--- src/rtl/nv_ram_rwsp_32x256_fifo_ctl_pkg.sv ---
// Shared sizing for the 32-deep, 256-bit RAM-backed FIFO controller.
package nv_ram_rwsp_32x256_fifo_ctl_pkg;

  localparam int unsigned FIFO_DEPTH = 32;
  localparam int unsigned FIFO_AW    = 5;
  localparam int unsigned FIFO_DW    = 256;

  // Occupancy reaches DEPTH+1 (RAM entries plus the RAM output register).
  localparam int unsigned CNT_W      = $clog2(FIFO_DEPTH + 2);

endpackage

--- src/rtl/nv_ram_rwsp_32x256_fifo_ctl_rdpipe.sv ---
// Two-stage RAM read scheduler: tracks the live read address (stage 1)
// and the live output register (stage 2), and issues ram_re / ram_ore.
module nv_ram_rwsp_32x256_fifo_ctl_rdpipe
  import nv_ram_rwsp_32x256_fifo_ctl_pkg::*;
#(
  parameter int unsigned AW = FIFO_AW
) (
  input  logic        clk,
  input  logic        rst,
  input  logic [AW:0] occ,
  input  logic        out_ready,
  output logic        ram_re,
  output logic        ram_ore,
  output logic        s2_valid
);

  logic s1_valid_q, s1_valid_d;
  logic s2_valid_q, s2_valid_d;
  logic has_unread;

  // Stage advance: ore when stage 2 frees up, re when stage 1 frees up.
  always_comb begin
    has_unread = (occ - (AW+1)'(s1_valid_q)) != '0;
    ram_ore    = s1_valid_q && (!s2_valid_q || out_ready);
    ram_re     = has_unread && (!s1_valid_q || ram_ore);
    s1_valid_d = ram_re || (s1_valid_q && !ram_ore);
    s2_valid_d = ram_ore || (s2_valid_q && !out_ready);
    s2_valid   = s2_valid_q;
  end

  // Pipeline valid flops, cleared asynchronously.
  always_ff @(posedge clk or posedge rst) begin
    if (rst) begin
      s1_valid_q <= 1'b0;
      s2_valid_q <= 1'b0;
    end else begin
      s1_valid_q <= s1_valid_d;
      s2_valid_q <= s2_valid_d;
    end
  end

endmodule

--- src/rtl/nv_ram_rwsp_32x256_fifo_ctl.sv ---
// Valid/ready FIFO controller in front of the 32x256 two-port RAM:
// streams producer beats into RAM writes and drains through the RAM's
// re/ore read pipeline toward a stallable consumer.
module nv_ram_rwsp_32x256_fifo_ctl
  import nv_ram_rwsp_32x256_fifo_ctl_pkg::*;
#(
  parameter int unsigned DEPTH = FIFO_DEPTH,
  parameter int unsigned AW    = FIFO_AW,
  parameter int unsigned DW    = FIFO_DW
) (
  input  logic             clk,
  input  logic             rst,
  input  logic             in_valid,
  output logic             in_ready,
  input  logic [DW-1:0]    in_data,
  output logic             out_valid,
  input  logic             out_ready,
  output logic [DW-1:0]    out_data,
  output logic             ram_we,
  output logic [AW-1:0]    ram_wa,
  output logic [DW-1:0]    ram_di,
  output logic             ram_re,
  output logic [AW-1:0]    ram_ra,
  output logic             ram_ore,
  input  logic [DW-1:0]    ram_dout,
  output logic [CNT_W-1:0] count
);

  logic [AW-1:0] wr_ptr_q, wr_ptr_d;
  logic [AW-1:0] rd_ptr_q, rd_ptr_d;
  logic [AW:0]   occ_q, occ_d;
  logic          s2_valid;

  nv_ram_rwsp_32x256_fifo_ctl_rdpipe #(
    .AW (AW)
  ) u_rdpipe (
    .clk       (clk),
    .rst       (rst),
    .occ       (occ_q),
    .out_ready (out_ready),
    .ram_re    (ram_re),
    .ram_ore   (ram_ore),
    .s2_valid  (s2_valid)
  );

  // Write acceptance, RAM port drive and next-state pointer/occupancy.
  // in_ready looks only at registered occupancy, so a same-cycle ore
  // never lends a credit to the write side.
  always_comb begin
    in_ready  = !rst && (occ_q != (AW+1)'(DEPTH));
    ram_we    = in_valid && in_ready;
    ram_wa    = wr_ptr_q;
    ram_di    = in_data;
    ram_ra    = rd_ptr_q;
    wr_ptr_d  = wr_ptr_q + AW'(ram_we);
    rd_ptr_d  = rd_ptr_q + AW'(ram_re);
    occ_d     = occ_q + (AW+1)'(ram_we) - (AW+1)'(ram_ore);
    out_valid = s2_valid;
    out_data  = ram_dout;
    count     = CNT_W'(occ_q) + CNT_W'(s2_valid);
  end

  // Pointer and occupancy flops, cleared asynchronously.
  always_ff @(posedge clk or posedge rst) begin
    if (rst) begin
      wr_ptr_q <= '0;
      rd_ptr_q <= '0;
      occ_q    <= '0;
    end else begin
      wr_ptr_q <= wr_ptr_d;
      rd_ptr_q <= rd_ptr_d;
      occ_q    <= occ_d;
    end
  end

endmodule

--- config.mk ---
export PLATFORM = sky130hd
export DESIGN_NAME = nv_ram_rwsp_32x256_fifo_ctl
export DESIGN_NICKNAME = d
export VERILOG_FILES = /design/src/rtl/nv_ram_rwsp_32x256_fifo_ctl_pkg.sv /design/src/rtl/nv_ram_rwsp_32x256_fifo_ctl_rdpipe.sv /design/src/rtl/nv_ram_rwsp_32x256_fifo_ctl.sv
export SDC_FILE = /design/constraint.sdc
export NUM_CORES = 1
export LEC_CHECK = 0
export CAP_MARGIN = 10
export CORE_AREA = 2 2 407 409
export CTS_BUF_LIST = sky130_fd_sc_hd__clkbuf_4
export CTS_CLUSTER_SIZE = 8
export DETAILED_ROUTE_END_ITERATION = 7
export DIE_AREA = 0 0 409 411
export GPL_TIMING_DRIVEN = 0
export SLEW_MARGIN = 40
export SYNTH_ARGS = -nofsm -noshare
export SYNTH_HDL_FRONTEND = slang
export SYNTH_SLANG_ARGS = --single-unit
--- constraint.sdc ---
create_clock -name clk -period 3 [get_ports clk]
set_input_delay 0.6 -clock clk [delete_from_list [all_inputs] [get_ports clk]]
set_output_delay 0.6 -clock clk [all_outputs]
set_load 0.01 [all_outputs]
==> results of run 1 <==
Yosys cell counts, types with 2 or more instances:
cell	count	area (µm²)
sky130_fd_sc_hd__xor2_1	6	52.6
sky130_fd_sc_hd__nand2_1	4	15.0
sky130_fd_sc_hd__inv_1	12	45.0
sky130_fd_sc_hd__nand3_1	5	25.0
sky130_fd_sc_hd__buf_4	512	3840
sky130_fd_sc_hd__and2_1	2	12.5
sky130_fd_sc_hd__ha_1	21	263
sky130_fd_sc_hd__nand2b_1	2	12.5
sky130_fd_sc_hd__nor2_1	4	15.0
sky130_fd_sc_hd__dfrtp_1	18	450
sky130_fd_sc_hd__xnor2_1	11	96.3
path summary, 6_finish.rpt:
path / cells after the start / endpoint / startpoint / slack [ps]
hold / removal: 1 / ram_ra[4] / ram_ra[4] / 490
max in group asynchronous: 2 / occ_q[1] / rst / 2000
setup reg to reg: 11 / occ_q[4] / occ_q[4] / 430
setup / recovery: 5 / ram_we / occ_q[4] / 150
hold reg to reg: 1 / ram_ra[4] / ram_ra[4] / 490
min in group asynchronous: 2 / occ_q[5] / rst / 650
timing repair:
action / CTS / global route
pin swaps: 2 / 0
endpoints found under the setup margin: 4 / 2
hold buffers: 0 / 0
resized for setup: 9 / 2
setup buffers: 5 / 0
cell usage in the layout, fill, tap and decap left out, types with 2 or more instances in the layout:
cell type	count
sky130_fd_sc_hd__dfrtp_1	14
sky130_fd_sc_hd__xnor2_1	11
sky130_fd_sc_hd__clkbuf_4	3
sky130_fd_sc_hd__nand3_1	5
sky130_fd_sc_hd__ha_1	21
sky130_fd_sc_hd__dlymetal6s2s_1	2
sky130_fd_sc_hd__nand2_1	4
sky130_fd_sc_hd__nand2b_1	2
sky130_fd_sc_hd__diode_2	21
sky130_fd_sc_hd__dlygate4sd2_1	2
sky130_fd_sc_hd__clkdlybuf4s50_1	532
sky130_fd_sc_hd__nor2_1	4
sky130_fd_sc_hd__xor2_1	6
sky130_fd_sc_hd__dfrtp_2	4
sky130_fd_sc_hd__inv_1	11
sky130_fd_sc_hd__buf_4	516
area by class of cell:
cell class              count  area [µm²]  area share
clock inverters             1        3.75    0.000284
plain buffers             512        3840       0.291
well taps                2189        2740       0.207
clock buffers               3        22.5     0.00171
diodes                     21        52.6     0.00398
inverters                  12        45.0     0.00341
repair buffers            541        5420       0.410
flip-flops and latches     18         455      0.0345
multi-input cells          68         626      0.0474
logic make-up (layout without fill, tap and decap cells):
logic type	after synthesis	after routing	synth area share
AND/OR/NAND/NOR	20	20	0.0218
other	0	21	0
XOR/XNOR	17	17	0.0301
adder cells (fa/ha/maj)	22	22	0.0572
AO/OA/AOI/OAI	9	9	0.0134
flip-flops	18	18	0.0911
buffers and inverters	524	1069	0.786
flip-flops by register name (all words and copies together), names as in the netlist:
name	flops
u_rdpipe.s2_valid	1
ram_wa	5
occ_q	6
ram_ra	5
u_rdpipe.s1_valid_q	1
per-layer routing:
layer | part of all wire | up-vias | track usage
met5 | 0.0058 | - | 0
met4 | 0.012 | 96 | 0.00573
met3 | 0.20 | 268 | 0.115
met2 | 0.48 | 665 | 0.210
met1 | 0.31 | 2657 | 0.110
li1 | - | 2467 | -
critical path: cells and delay by family, from the launching register on:
| kind | cells | cell delay, ps |
|---|---|---|
| AO/OA/AOI/OAI | 1 | 300 |
| adder cells (fa/ha/maj) | 1 | 220 |
| AND/OR/NAND/NOR | 1 | 270 |
| flip-flops | 1 | 450 |
| buffers and inverters | 2 | 670 |
power by group through the flow:
stage,sequential (mW),clock (mW),combinational (mW)
finish,0.479,0.148,3.12
global route,0.495,0.167,3.41
CTS,0.475,0.167,3.25
detailed placement,0.516,0,3.14
global placement,0.508,0,3.10
floorplan,0.510,0,1.28
per-stage QoR:
step                cells  utilization  hold WS [ps]  area [µm²]
global placement     3335       0.0796           464       13000
CTS                  3344       0.0802           484       13100
finish               3365       0.0806           490       13200
global route         3345       0.0803           510       13200
detailed placement   3335       0.0797           466       13100
floorplan             610            -           471        4940
==> insert_results.sql, run 1 <==
INSERT INTO impl_metrics (metric_group, metric, value, unit) VALUES
('cts', 'clock_path_buffers', '2', ''),
('sta', 'timing.final.crit_share', '0.950', ''),
('die', 'standard_cell_core_area', '164000', 'µm²'),
('cts', 'tritoncts', 'yes', ''),
('cts', 'cts_sinks', '18', ''),
('power_and_ir_drop', 'p_sw', '1.76', 'mW'),
('placement', 'placement.io_buffers', '536', ''),
('logic_synthesis', 'post_syn_area', '4940', 'µm²'),
('global_routing', 'number_of_global_route_vias_before_repair', '5934', ''),
('cts', 'post_cts_clock_slew_at_the_launch_and_capture_registers_of_the_worst_setup_and_hold_paths', '120', 'ps'),
('route', 'remaining_drc_errors', '0', ''),
('setup_path', 'critical-path-max-stage-delay', '560', 'ps'),
('global_routing', 'antenna_found_initial', '176', ''),
('sta', 'slew_violations', '0', ''),
('sta', 'finalWorstPathRequiredPeriod', '2850', 'ps'),
('flow_run', 'drv.max_cap_violation_count', '0', ''),
('power_and_ir_drop', 'finalPower', '3.75', 'mW'),
('die', 'pin_count', '1049', ''),
('setup_path', 'crit_required', '2400', 'ps'),
('sta', 'finalClockSkew', '9.17', 'ps'),
('power_and_ir_drop', 'pwr-share-comb', '0.833', ''),
('route', 'dr.pass1.iters', '4', ''),
('finish', 'final_layout_size_suffix_gt1_frac', '0.457', ''),
('die', 'die_area', '168000', 'µm²'),
('placement', 'dpl.hpwl', '106000', 'µm'),
('die', 'floorplan.die.height', '411', 'µm'),
('run_status', 'status', 'complete, no violations', ''),
('finish', 'syn2layout_area_growth', '167', '%'),
('sta', 'grt_setup_unrepaired', 'no', ''),
('logic_synthesis', 'synth-seq-cells', '18', ''),
('route', 'ant_nets', '0', ''),
('power_and_ir_drop', 'power.clock.fraction', '0.040', ''),
('logic_synthesis', 'synth-edff-count', '0', ''),
('sta', 'setup_tns', '0', 'ps'),
('route', 'drtIter0Drc', '184', ''),
('power_and_ir_drop', 'pwr-share-seq', '0.128', ''),
('setup_path', 'cp-end-kind', 'output port', ''),
('sta', 'final_critical_path_setup_slack', '149', 'ps'),
('setup_path', 'timing.critical_path.from_type', 'flip-flop', ''),
('power_and_ir_drop', 'leakagePower', '5.16', 'nW'),
('setup_path', 'critical-path-slowest-cell', 'sky130_fd_sc_hd__clkdlybuf4s50_1', ''),
('cts', 'cts.htree.levels', '1', ''),
('sta', 'tightest_slew', '611', 'ps'),
('global_routing', 'grt.overflow.total', '0', ''),
('sta', 'report.final.hold_viol_count', '0', ''),
('logic_synthesis', 'synth.avg_cell_area', '8.11', 'µm²'),
('global_routing', 'grt_start_max_net_pins', '19', ''),
('power_and_ir_drop', 'internal_power', '1.99', 'mW'),
('logic_synthesis', 'async_reset_ff_frac', '1.00', ''),
('placement', 'dp_worst_setup_slack', '-133', 'ps'),
('logic_synthesis', 'synth_cell_type_count', '24', ''),
('die', 'dieWidth', '409', 'µm'),
('worst_hold_path', 'hold_crit_path_type', 'flip-flop to flip-flop', ''),
('route', 'number_of_vias_after_detailed_routing', '6153', ''),
('setup_path', 'arrival', '2250', 'ps'),
('power_and_ir_drop', 'power.share.switching', '0.469', ''),
('finish', 'final_net_count', '1694', ''),
('sta', 'timing.final.setup_violations', '0', ''),
('logic_synthesis', 'synth_sequential_area_ratio', '0.0911', ''),
('route', 'avgViaCountPerCell', '1.83', ''),
('power_and_ir_drop', 'ir_worst_vdd', '0.000209', 'V'),
('logic_synthesis', 'yosysWarningCount', '0', ''),
('cts', 'clock_latency', '350', 'ps'),
('sta', 'worst_slew_margin_rel', '0.592', ''),
('sta', 'timing.fmax', '351', 'MHz'),
('die', 'floorplan.initialDensity', '0.0302', ''),
('finish', 'fillerInstances', '19100', ''),
('setup_path', 'crit_path_cell_trace', 'inv_1 -> ha_1 -> a41oi_1 -> and2_4 -> clkdlybuf4s50_1', ''),
('logic_synthesis', 'synth-main-ff-cell', 'sky130_fd_sc_hd__dfrtp_1', ''),
('route', 'wl_per_cell', '32.2', 'µm'),
('logic_synthesis', 'synth_nets', '1148', ''),
('cts', 'clock-root-buffer', 'sky130_fd_sc_hd__clkbuf_4', ''),
('global_routing', 'groute.usage.overall', '0.122', ''),
('power_and_ir_drop', 'power_density', '284', 'nW/µm²'),
('global_routing', 'grt_first_pass_wirelength', '120000', 'µm'),
('logic_synthesis', 'post_synth_inst_count', '610', ''),
('die', 'floorplan.rows', '149', ''),
('placement', 'gp_congestion', '0.886', ''),
('route', 'routed_wirelength', '108000', 'µm'),
('cts', 'cts-buffers-inserted', '3', ''),
('setup_path', 'critPathKind', 'flip-flop to output port', ''),
('setup_path', 'critPathMaxFanout', '4', '');
No activity file was read; power rests on OpenSTA's default activity.
==> run 2, diff against run 1 <==
--- a/config.mk
+++ b/config.mk
@@ -6,11 +6,12 @@
 export NUM_CORES = 1
 export LEC_CHECK = 0
 export CAP_MARGIN = 10
-export CORE_AREA = 2 2 407 409
+export CORE_AREA = 2 2 405 407
 export CTS_BUF_LIST = sky130_fd_sc_hd__clkbuf_4
+export CTS_CLUSTER_DIAMETER = 30
 export CTS_CLUSTER_SIZE = 8
 export DETAILED_ROUTE_END_ITERATION = 7
-export DIE_AREA = 0 0 409 411
+export DIE_AREA = 0 0 407 409
 export GPL_TIMING_DRIVEN = 0
 export SLEW_MARGIN = 40
 export SYNTH_ARGS = -nofsm -noshare
==> constraint.sdc (replaced) <==
create_clock -name clk -period 2.3 [get_ports clk]
set_input_delay 0.46 -clock clk [delete_from_list [all_inputs] [get_ports clk]]
set_output_delay 0.46 -clock clk [all_outputs]
set_load 0.01 [all_outputs]
==> insert_results.sql, run 2 (synthesized netlist as in run 1, its figures left out) <==
INSERT INTO impl_metrics (metric_group, metric, value, unit) VALUES
('run_status', 'status', 'complete, but fails checks', ''),
('run_status', 'failed_checks', 'setup timing', ''),
('finish', 'multiInputGateArea', '757', 'µm²'),
('power_and_ir_drop', 'finalPower', '5.27', 'mW'),
('power_and_ir_drop', 'leakagePower', '5.23', 'nW'),
('setup_path', 'critPathKind', 'flip-flop to output port', ''),
('route', 'number_of_vias_after_detailed_routing', '6321', ''),
('sta', 'timing.fmax', '400', 'MHz'),
('die', 'standard_cell_core_area', '162000', 'µm²'),
('die', 'dieWidth', '407', 'µm'),
('cts', 'cts-buffers-inserted', '3', ''),
('finish', 'syn2layout_area_growth', '172', '%'),
('placement', 'placed_cells_incl_taps', '3321', ''),
('power_and_ir_drop', 'ir_worst_vdd', '0.000295', 'V'),
('global_routing', 'grt_start_max_net_pins', '19', ''),
('finish', 'final_cell_count_no_fill', '3383', ''),
('route', 'dr.pass1.iters', '4', ''),
('placement', 'placement.io_buffers', '536', ''),
('cts', 'post_cts_clock_slew_at_the_launch_and_capture_registers_of_the_worst_setup_and_hold_paths', '130', 'ps'),
('global_routing', 'groute.usage.overall', '0.128', ''),
('route', 'wl_per_cell', '33.1', 'µm'),
('sta', 'report.final.hold_viol_count', '0', ''),
('cts', 'cts.htree.levels', '1', ''),
('finish', 'largest_register', 'occ_q', ''),
('placement', 'dpl.hpwl', '109000', 'µm'),
('global_routing', 'grt.met2_usage', '0.219', ''),
('setup_path', 'timing.critical_path.from_type', 'flip-flop', ''),
('die', 'die_area', '166000', 'µm²'),
('sta', 'final_critical_path_setup_slack', '-201', 'ps'),
('global_routing', 'grt.overflow.total', '0', ''),
('finish', 'sequential_cell_area', '454', 'µm²'),
('finish', 'final_net_count', '1707', ''),
('placement', 'gp_congestion', '1.02', ''),
('placement', 'dp_worst_setup_slack', '-594', 'ps'),
('setup_path', 'crit_required', '1840', 'ps'),
('placement', 'placed_cell_area', '13000', 'µm²'),
('flow_run', 'drv.max_cap_violation_count', '0', ''),
('finish', 'final_layout_size_suffix_gt1_frac', '0.486', ''),
('global_routing', 'grt_first_pass_wirelength', '124000', 'µm'),
('sta', 'finalWorstPathRequiredPeriod', '2500', 'ps'),
('cts', 'tritoncts', 'yes', ''),
('cts', 'clock-root-buffer', 'sky130_fd_sc_hd__clkbuf_4', ''),
('setup_path', 'critPathMaxFanout', '3', ''),
('sta', 'timing.final.setup_violations', '5', ''),
('die', 'pin_count', '1049', ''),
('finish', 'largest_register_ff_count', '6', ''),
('die', 'floorplan.rows', '148', ''),
('cts', 'clock_latency', '350', 'ps'),
('cts', 'postCtsHoldBufs', '0', ''),
('setup_path', 'cp-end-kind', 'output port', ''),
('setup_path', 'arrival', '2040', 'ps'),
('die', 'floorplan.die.height', '409', 'µm'),
('power_and_ir_drop', 'power_density', '392', 'nW/µm²'),
('die', 'floorplan.initialDensity', '0.0305', ''),
('route', 'avgViaCountPerCell', '1.87', ''),
('sta', 'finalClockSkew', '6.98', 'ps'),
('route', 'routed_wirelength', '112000', 'µm'),
('finish', 'mostFrequentLayoutCells', 'sky130_fd_sc_hd__buf_4, sky130_fd_sc_hd__clkdlybuf4s50_1, sky130_fd_sc_hd__ha_1, sky130_fd_sc_hd__dfrtp_1, sky130_fd_sc_hd__xnor2_1', ''),
('route', 'ant_nets', '0', ''),
('route', 'drtIter0Drc', '255', ''),
('sta', 'slew_violations', '0', ''),
('sta', 'grt_setup_unrepaired', 'yes', ''),
('finish', 'finalInstanceArea', '13500', 'µm²'),
('global_routing', 'global_route.usage.met1', '0.114', ''),
('worst_hold_path', 'hold_crit_path_type', 'flip-flop to flip-flop', ''),
('sta', 'worst_slew_margin_rel', '0.616', ''),
('global_routing', 'antenna_found_initial', '170', ''),
('global_routing', 'gr-usage-met3', '0.116', ''),
('global_routing', 'number_of_global_route_vias_before_repair', '6267', ''),
('route', 'remaining_drc_errors', '0', ''),
('cts', 'clock_path_buffers', '2', ''),
('finish', 'fillerInstances', '18800', ''),
('global_routing', 'busiest_layer', 'met2', ''),
('sta', 'timing.final.crit_share', '1.09', ''),
('sta', 'tightest_slew', '575', 'ps'),
('cts', 'cts_sinks', '18', '');
==> run 2: changes by cell type in the layout (fill, tap and decap cells not counted), moves of 5 or more <==
cell	previous run	this run
sky130_fd_sc_hd__buf_4	516	526
sky130_fd_sc_hd__buf_6	0	5
sky130_fd_sc_hd__clkdlybuf4s50_1	532	526
sky130_fd_sc_hd__diode_2	21	40
sky130_fd_sc_hd__ha_1	21	15
sky130_fd_sc_hd__ha_4	0	6
sky130_fd_sc_hd__inv_1	11	4
sky130_fd_sc_hd__inv_2	1	6
==> run 2: timing repair <==
| item | CTS | global route |
|---|---|---|
| pin swaps | 6 | 12 |
| gates resized for setup | 56 | 20 |
| endpoints found under the setup margin | 17 | 7 |
| buffers inserted | 9 | 11 |
==> run 2: layout make-up <==
cell class                 count  share of cell area
buffer                       512               0.286
antenna                       40             0.00744
clock inverter                 1            0.000279
sequential                    18              0.0337
multi-input combinational     68              0.0562
timing repair buffer         554               0.409
clock buffer                   3             0.00167
tap                         2175               0.202
inverter                      12             0.00372
==> run 2: through the flow <==
| step | utilization | TNS [ps] | hold slack, ps |
|---|---|---|---|
| 2_1_floorplan | - | 0 | 399 |
| 3_3_place_gp | 0.0805 | -5090 | 465 |
| 3_5_place_dp | 0.0805 | -3910 | 479 |
| 4_1_cts | 0.0816 | -205 | 498 |
| 5_1_grt | 0.0825 | -1100 | 519 |
| 6_report | 0.0831 | -691 | 504 |
==> run 2: worst paths after layout <==
kind | startpoint | to | slack (ps) | cells after the start
setup / recovery | occ_q[2] | ram_re | -200 | 8
hold / removal | ram_wa[4] | ram_wa[4] | 500 | 1
setup reg to reg | occ_q[2] | ram_ra[4] | -180 | 14
hold reg to reg | ram_wa[4] | ram_wa[4] | 500 | 1
max in group asynchronous | rst | occ_q[3] | 1390 | 2
min in group asynchronous | rst | occ_q[5] | 560 | 2
==> run 2: layer usage <==
layer / routed length [µm] / vias to the layer above / part of all wire
met1: 32500 / 2767 / 0.29
met5: 647 / - / 0.0058
met3: 23300 / 263 / 0.21
li1: - / 2523 / -
met2: 53300 / 660 / 0.48
met4: 2060 / 108 / 0.018
==> run 2: critical path, stage by stage, from the launching register on <==
cell                        delay, ps
sky130_fd_sc_hd__dfrtp_2          450
sky130_fd_sc_hd__inv_4             90
sky130_fd_sc_hd__ha_4             140
sky130_fd_sc_hd__nand3b_1         130
sky130_fd_sc_hd__xnor2_2          170
sky130_fd_sc_hd__nor4b_2          260
sky130_fd_sc_hd__buf_4            190
sky130_fd_sc_hd__a2bb2oi_4         90
sky130_fd_sc_hd__buf_6            160
==> run 2: power by group <==
part / switching, mW / internal (mW) / leakage, nW
Combinational: 2.19 / 2.25 / 5.01
Clock: 0.134 / 0.0640 / 0.0156
Sequential: 0.154 / 0.481 / 0.204
Total: 2.48 / 2.79 / 5.23
